===== src/rtl/onehot_serial_encoder_pkg.sv =====
// Shared definitions for the one-hot serial encoder: FSM state encoding
// and the index-width helper used by the interface, top and sub-module.
package encoder_pkg;

    // Two-state burst controller: waiting for a vector, or emitting its indices.
    typedef enum logic {
        ST_IDLE = 1'b0,
        ST_SCAN = 1'b1
    } state_e;

    // Width of a binary index that can address every bit of a w-bit vector.
    function automatic int bin_width(input int w);
        return (w <= 1) ? 1 : $clog2(w);
    endfunction

endpackage


===== src/rtl/onehot_serial_encoder_if.sv =====
// Handshake bundle for the one-hot serial encoder: vector input channel
// and binary index output channel. "slave" is the encoder side, "master"
// is the surrounding logic that supplies vectors and consumes indices.
interface onehot_serial_encoder_if
    import encoder_pkg::*;
#(
    parameter int ONE_HOT_WIDTH = 17
);
    localparam int BIN_WIDTH = bin_width(ONE_HOT_WIDTH);

    // Vector channel
    logic                     i_vec_valid;
    logic                     o_vec_ready;
    logic [ONE_HOT_WIDTH-1:0] i_vec;

    // Index channel
    logic                     o_bin_valid;
    logic                     i_bin_ready;
    logic [BIN_WIDTH-1:0]     o_bin;
    logic                     o_last;

    // Status
    logic                     o_onehot;
    logic                     o_empty_err;

    modport slave (
        input  i_vec_valid, i_vec, i_bin_ready,
        output o_vec_ready, o_bin_valid, o_bin, o_last, o_onehot, o_empty_err
    );

    modport master (
        output i_vec_valid, i_vec, i_bin_ready,
        input  o_vec_ready, o_bin_valid, o_bin, o_last, o_onehot, o_empty_err
    );

endinterface


===== src/rtl/onehot_serial_encoder_lsb.sv =====
// Lowest-set-bit priority encoder. Purely combinational: returns the index
// of the lowest set bit (0 for an all-zero input) and flags whether exactly
// one bit is set. Reusable wherever a request vector must be arbitrated LSB-first.
module lsb_prio_encoder
    import encoder_pkg::*;
#(
    parameter int ONE_HOT_WIDTH = 17,
    localparam int BIN_WIDTH    = bin_width(ONE_HOT_WIDTH)
) (
    input  logic [ONE_HOT_WIDTH-1:0] pending,
    output logic [BIN_WIDTH-1:0]     index,
    output logic                     exactly_one
);

    localparam logic [ONE_HOT_WIDTH-1:0] ONE = ONE_HOT_WIDTH'(1);

    // Scan from the top down so the lowest set bit is the last to win.
    always_comb begin
        // NOTE: default every output first so no path leaves it unassigned (no latch).
        index = '0;
        for (int i = ONE_HOT_WIDTH - 1; i >= 0; i--) begin
            if (pending[i]) begin
                index = BIN_WIDTH'(i);
            end
        end
    end

    // x & (x-1) clears the lowest set bit; zero afterwards means it was the only one.
    assign exactly_one = (pending != '0) && ((pending & (pending - ONE)) == '0);

endmodule


===== src/rtl/onehot_serial_encoder.sv =====
// One-hot serial encoder: accepts a request vector and streams the binary
// index of each set bit, lowest first, one per handshake beat. Reports
// whether the vector was strictly one-hot and pulses on all-zero vectors.
// ONE_HOT_WIDTH must be at least 2.
module onehot_serial_encoder
    import encoder_pkg::*;
#(
    parameter int ONE_HOT_WIDTH = 17
) (
    input  logic                     i_clk,
    input  logic                     i_rst_n,
    onehot_serial_encoder_if.slave   bus
);

    localparam int BIN_WIDTH = bin_width(ONE_HOT_WIDTH);
    localparam logic [ONE_HOT_WIDTH-1:0] ONE = ONE_HOT_WIDTH'(1);

    state_e                   state;
    logic [ONE_HOT_WIDTH-1:0] pending;
    logic                     onehot_q;
    logic                     empty_err_q;

    logic [BIN_WIDTH-1:0]     lowest_idx;
    logic                     pending_single;
    logic                     vec_accept;
    logic                     vec_is_onehot;
    logic                     beat_done;

    // Index and "last beat" both come straight from the pending register.
    lsb_prio_encoder #(
        .ONE_HOT_WIDTH (ONE_HOT_WIDTH)
    ) u_lsb_prio_encoder (
        .pending     (pending),
        .index       (lowest_idx),
        .exactly_one (pending_single)
    );

    assign vec_accept    = bus.i_vec_valid && (state == ST_IDLE);
    assign beat_done     = (state == ST_SCAN) && bus.i_bin_ready;
    assign vec_is_onehot = (bus.i_vec != '0) &&
                           ((bus.i_vec & (bus.i_vec - ONE)) == '0);

    // Burst FSM: load a vector in IDLE, retire one lowest bit per beat in SCAN.
    always_ff @(posedge i_clk or negedge i_rst_n) begin
        if (!i_rst_n) begin
            state       <= ST_IDLE;
            pending     <= '0;
            onehot_q    <= 1'b0;
            empty_err_q <= 1'b0;
        end else begin
            // NOTE: non-blocking everywhere here so every register sees pre-edge values.
            empty_err_q <= 1'b0;
            case (state)
                ST_IDLE: begin
                    if (vec_accept) begin
                        if (bus.i_vec != '0) begin
                            pending  <= bus.i_vec;
                            onehot_q <= vec_is_onehot;
                            state    <= ST_SCAN;
                        end else begin
                            empty_err_q <= 1'b1;
                        end
                    end
                end
                ST_SCAN: begin
                    if (beat_done) begin
                        // Clearing the lowest set bit is exactly the bit just emitted.
                        pending <= pending & (pending - ONE);
                        if (pending_single) begin
                            onehot_q <= 1'b0;
                            state    <= ST_IDLE;
                        end
                    end
                end
                default: state <= ST_IDLE;
            endcase
        end
    end

    // Outputs are functions of registers only; no input-to-output path.
    assign bus.o_vec_ready = (state == ST_IDLE);
    assign bus.o_bin_valid = (state == ST_SCAN);
    assign bus.o_bin       = lowest_idx;
    assign bus.o_last      = pending_single;
    assign bus.o_onehot    = onehot_q;
    assign bus.o_empty_err = empty_err_q;

endmodule


===== src/flat_wrapper.sv =====
// flat-port wrapper written by rule: the top's interface ports become plain ports
module onehot_serial_encoder_flat import encoder_pkg::*;
#(
    parameter int ONE_HOT_WIDTH = 17
)
  (i_clk, i_rst_n, bus_i_vec_valid, bus_i_vec, bus_i_bin_ready, bus_o_vec_ready, bus_o_bin_valid, bus_o_bin, bus_o_last, bus_o_onehot, bus_o_empty_err);
  onehot_serial_encoder_if #(.ONE_HOT_WIDTH(ONE_HOT_WIDTH)) bus_i ();
  input  logic i_clk;
  input  logic i_rst_n;
  input wire logic [$bits(bus_i.i_vec_valid)-1:0] bus_i_vec_valid;
  input wire logic [$bits(bus_i.i_vec)-1:0] bus_i_vec;
  input wire logic [$bits(bus_i.i_bin_ready)-1:0] bus_i_bin_ready;
  output wire logic [$bits(bus_i.o_vec_ready)-1:0] bus_o_vec_ready;
  output wire logic [$bits(bus_i.o_bin_valid)-1:0] bus_o_bin_valid;
  output wire logic [$bits(bus_i.o_bin)-1:0] bus_o_bin;
  output wire logic [$bits(bus_i.o_last)-1:0] bus_o_last;
  output wire logic [$bits(bus_i.o_onehot)-1:0] bus_o_onehot;
  output wire logic [$bits(bus_i.o_empty_err)-1:0] bus_o_empty_err;
  assign bus_i.i_vec_valid = bus_i_vec_valid;
  assign bus_i.i_vec = bus_i_vec;
  assign bus_i.i_bin_ready = bus_i_bin_ready;
  assign bus_o_vec_ready = bus_i.o_vec_ready;
  assign bus_o_bin_valid = bus_i.o_bin_valid;
  assign bus_o_bin = bus_i.o_bin;
  assign bus_o_last = bus_i.o_last;
  assign bus_o_onehot = bus_i.o_onehot;
  assign bus_o_empty_err = bus_i.o_empty_err;
  onehot_serial_encoder #(.ONE_HOT_WIDTH(ONE_HOT_WIDTH)) u_core (.i_clk(i_clk), .i_rst_n(i_rst_n), .bus(bus_i));
endmodule

===== config.mk =====
export PLATFORM = sky130hd
export DESIGN_NAME = onehot_serial_encoder_flat
export DESIGN_NICKNAME = d
export VERILOG_FILES = /design/src/rtl/onehot_serial_encoder_pkg.sv /design/src/rtl/onehot_serial_encoder_if.sv /design/src/rtl/onehot_serial_encoder_lsb.sv /design/src/rtl/onehot_serial_encoder.sv /design/src/flat_wrapper.sv
export SDC_FILE = /design/constraint.sdc
export NUM_CORES = 1
export LEC_CHECK = 0
export CAP_MARGIN = 20
export CORE_AREA = 2 2 57 59
export DETAILED_ROUTE_END_ITERATION = 12
export DIE_AREA = 0 0 59 61
export PLACE_DENSITY = 0.79
export SKIP_LAST_GASP = 1
export SLEW_MARGIN = 20
export SYNTH_ARGS = -nofsm -noshare
export SYNTH_HDL_FRONTEND = slang
export SYNTH_SLANG_ARGS = --single-unit

===== constraint.sdc =====
create_clock -name i_clk -period 5.7 [get_ports i_clk]
set_clock_uncertainty 0.1 [all_clocks]
set_input_delay 0.57 -clock i_clk [delete_from_list [all_inputs] [get_ports i_clk]]
set_output_delay 0.57 -clock i_clk [all_outputs]
set_load 0.1 [all_outputs]

Word-level counts from Yosys, hierarchy flattened
Index checks and enable logic that the tools add are counted.

cells by class
  multiplexer cells = 34
  equal/unequal tests = 4
  reductions and logical operators = 10
  bitwise operators = 3
  add/sub/neg operators = 2

operators with widths
  operator                                            count
  2-to-1 mux 5 bit                                    17
  2-to-1 mux 17 bit                                   3
  bitwise AND 17 bit                                  2
  zero test 17 bit                                    2
  case mux 17 bit (2 select lines)                    1
  nonzero test 17 bit                                 2
  subtractor 17 x 1 -> 17 bit, second input constant  2
  2-to-1 mux 1 bit                                    11
  logical AND 1 bit                                   4
  != test 2 x 1 -> 1 bit, second input constant       2
  != test 2 bit, second input constant                2
  case mux 1 bit (2 select lines)                     2
  AND reduction 4 bit                                 1
  AND reduction 3 bit                                 1
  inverter 1 bit                                      1

storage, ports and cells
  output and inout bits = 10
  logic and storage cells = 57
  bits of input ports = 21
  flip-flop bits (word level) = 20

Logic depth before layout (Yosys ltp)
  depth after elaboration = 17
  depth in mapped cells = 8
  depth with buffers taken out = 6

Cells and area by module
A second synthesis with hierarchy kept.

second synthesis, totals
  cell total of the unflattened synthesis = 177
  area total of the unflattened synthesis = 1495.2 µm²

modules (own cells, without submodules)
  module                 cells each  seq. area each (µm²)  area an instance (µm²)  instances
  onehot_serial_encoder  122         500.5                 1126.1                  1
  lsb_prio_encoder       55          0.0                   369.1                   1

Least setup slack after synthesis
OpenSTA, ideal clock, no wires.

  path kind = register -> output
  start = reg u_core.pending[2]
  end = out bus_o_last
  data required time = 5.030 ns
  path slack = 1.403 ns
  stages on the path, launching flop included = 7
  buffers on the path = 1
  data arrival time = 3.627 ns
  cell sequence = dfrtp_1 -> buf_6 -> nor4_4 -> nand3_4 -> o31ai_1 -> nand4_1 -> nor3_1

between the ends
  cells in the longest elaborated chain, start to end = 4
  elaborated cells between the ends (all ways) = 5
  those cells by class = add/sub: 1; bitwise: 1; reduce/logical: 3

RTL lines
  element                      RTL line                         RTL
  start, declared              onehot_serial_encoder.sv:19      logic [ONE_HOT_WIDTH-1:0] pending;
  start signal, assigned       onehot_serial_encoder.sv:57      pending <= bus.i_vec;
  start signal, assigned       onehot_serial_encoder.sv:68      pending <= pending & (pending - ONE);
  subtractor 17 x 1 -> 17 bit  onehot_serial_encoder_lsb.sv:29  assign exactly_one = (pending != '0) && ((pending & (pending - ONE)) == '0);
  bitwise AND 17 bit           onehot_serial_encoder_lsb.sv:29
  zero test 17 bit             onehot_serial_encoder_lsb.sv:29
  logical AND 1 bit (*)        onehot_serial_encoder_lsb.sv:29
  end, declared                flat_wrapper.sv:16               output wire logic [$bits(bus_i.o_last)-1:0] bus_o_last;

Mark *: on every way between the ends. The rest lies on a longest branch, timed or not.

Worst setup path in the final report
Ends and elaborated chain as after synthesis.

==> results.yml <==
clock_network:
  clock-root-buffer: "clkbuf_4"
  cts_made_buffers: 3
  cts_hold_buf: 0
  cts_sinks: 20
  cts.path.max_buffers: 2
  cts_resized: 0
  cts_tree: "done"
  post_cts_buffers: 0
  htreeDepth: 1
  clk_latency_ps: 320
  clk_pin_slew_ps: 120
critical_path:
  slowest_stage: "clkdlybuf4s50_1"
  critPathKind: "reg -> out"
  crit_fanout: 8
  worst_ep_arrival_time_ps: 3530
  cp-end-kind: "output pin"
  cpPeakStageDelay_ps: 1170
  cp_cell_sequence: "nor4_4 > nand3_4 > o31ai_1 > nand4_1 > nor3_1 > clkdlybuf4s50_1"
  crit_family: "simple AND/OR/NAND/NOR gates"
  cp_num_cells: 6
  required_ps: 5030
  start_kind: "flip-flop"
  cp.buffers_inverters: 1
  reg2reg_depth: 6
die:
  die_w_um: 59
  initial_core_util: 0.527
  core_um2: 2950
  rows: 20
  fp.dieH_um: 61
  die-area_um2: 3600
  ios: 31
synth:
  synth_top_family_by_area: "compound AO/OA/AOI/OAI gates"
  syn-cell-area_um2: 1560
  synthSimpleGateAreaFrac: 0.281
  synthMuxAreaShare: 0.00643
  ys_seq_area_frac: 0.322
  synth_warnings: 0
  ys_ff_latch: 20
  async_reset_ff_frac: 1.00
  ys.flop_type: "dfrtp_1"
  synth_edf_count: 0
  synth.distinct_cells: 47
  synth_fa_ha_area_frac: 0.0265
  syn_area_per_cell_um2: 8.41
  synthesis.nets: 206
  synth-compound-area-share: 0.284
  synth_xor_area_frac: 0
  syn_inst: 185
routing:
  first_pass_iters: 5
  ant_nets: 0
  routed_via_density: 6.60
  route.detailed.drc: 0
  finalWirelength_um: 4290
  wl_per_cell_um: 17.9
  drt_iter0_drc: 76
  via_count: 1584
sta:
  setup_viol: 0
  fin_crit_ps: 4200
  post-route-period-util: 0.736
  final_max_slew_viol_count: 0
  tightest_slew_ps: 986
  fmax_mhz: 238
  fin_tns_setup_ps: 0
  hold_viol: 0
  timing.slew.headroom: 0.340
  rsz0062_at_grt: "no"
cells_and_area:
  final_layout_size_suffix_gt1_frac: 0.0966
  multi_input_area_um2: 931
  syn_to_final_growth_pct: 18.2
  final_nets: 229
  seqCellArea_um2: 500
  fillers: 270
  most-common-layout-cells: "clkdlybuf4s50_1 (30), nand2_1 (27), dfrtp_1 (20)"
  final_common_cell: "clkdlybuf4s50_1"
  insertedDiodeCount: 0
global_route:
  grt_pass1_wl_um: 7040
  grt_max_degree: 21
  antenna_found_initial: 0
  grt_usage: 0.264
  grt_overflow: 0
  first_global_vias: 1550
placed_design:
  dpl.hpwl_um: 3170
  portBuffers: 30
  gp_routability_congestion: 0.861
worst_hold_path:
  hp-class: "reg -> reg"
  whs_path_depth: 2
run:
  cap_viol_max_count: 0
outcome:
  status: "finished clean"
worst reg2reg max path, cell delays in order, from the launching register on:
cell	delay (ps)
dfrtp_1	490
nor4_4	570
nand3_4	230
o31ai_1	310
nand4_1	180
nor4_2	440
o22ai_1	150
Yosys cell counts, drive strengths merged (4+ instances only):
cell type	number	share of area
nand2	27	0.065
inv	8	0.019
clkbuf	5	0.015
nor4	8	0.059
a31oi	4	0.016
nor2	14	0.034
or3	4	0.017
a21oi	10	0.032
buf	7	0.046
nand3	5	0.024
nor3	7	0.023
a22o	11	0.063
o21ai	17	0.055
dfrtp	20	0.32
or4	5	0.025
maj3	4	0.027
flip-flops by register name, summed over array words and instances, names as in the netlist:
| name | count |
|---|---|
| u_core.bus.o_empty_err | 1 |
| u_core.bus.o_bin_valid | 1 |
| u_core.pending | 17 |
| u_core.bus.o_onehot | 1 |
metal layers:
layer	routed length (µm)	global-route usage	vias to the layer above	part of all wire
met1	1860	0.344	750	0.43
met3	287	0.0277	12	0.067
li1	-	-	741	-
met5	0	0	-	0
met4	106	0.153	0	0.025
met2	2040	0.429	81	0.48
final timing paths:
kind / from / endpoint / slack, ps
worst min register to register: u_core.bus.o_onehot$_DFFE_PN0P_ / u_core.bus.o_onehot$_DFFE_PN0P_ / 460
max in group asynchronous: i_rst_n / u_core.bus.o_empty_err$_DFF_PN0_ / 4300
worst max register to register: u_core.pending[2]$_DFFE_PN0P_ / u_core.bus.o_onehot$_DFFE_PN0P_ / 3100
worst max-delay path: u_core.pending[2]$_DFFE_PN0P_ / bus_o_last / 1500
min in group asynchronous: i_rst_n / u_core.pending[6]$_DFFE_PN0P_ / 640
worst min-delay path: u_core.bus.o_onehot$_DFFE_PN0P_ / u_core.bus.o_onehot$_DFFE_PN0P_ / 460
logic make-up (layout without fill, tap and decap cells):
family                     after synthesis  in the layout
AOI/OAI and AO/OA                       62             62
adders and majority gates                4              4
buffers and inverters                   20             42
DFF                                     20             20
muxes                                    1              1
and+or+nand+nor                         78             78
metrics by stage:
step                setup slack (ps)   util  instance area [µm²]  hold WS [ps]  instances
global route                    1410  0.623                 1840           496        240
floorplan                       1400      -                 1560           174        185
CTS                             1550  0.623                 1840           458        240
finish                          1500  0.623                 1840           463        240
global placement                1980  0.611                 1800           425        236
detailed placement              1930  0.611                 1800           442        236
cell type report:
class                   count  area share
clock buffers               4      0.0197
inverters                   8      0.0163
multi-input cells         145       0.506
flip-flops and latches     20       0.272
well taps                  33      0.0224
repair buffers             30       0.163
Power is not shown: default switching activity piles up to over one toggle a cycle in this logic, so the estimate is an artifact.
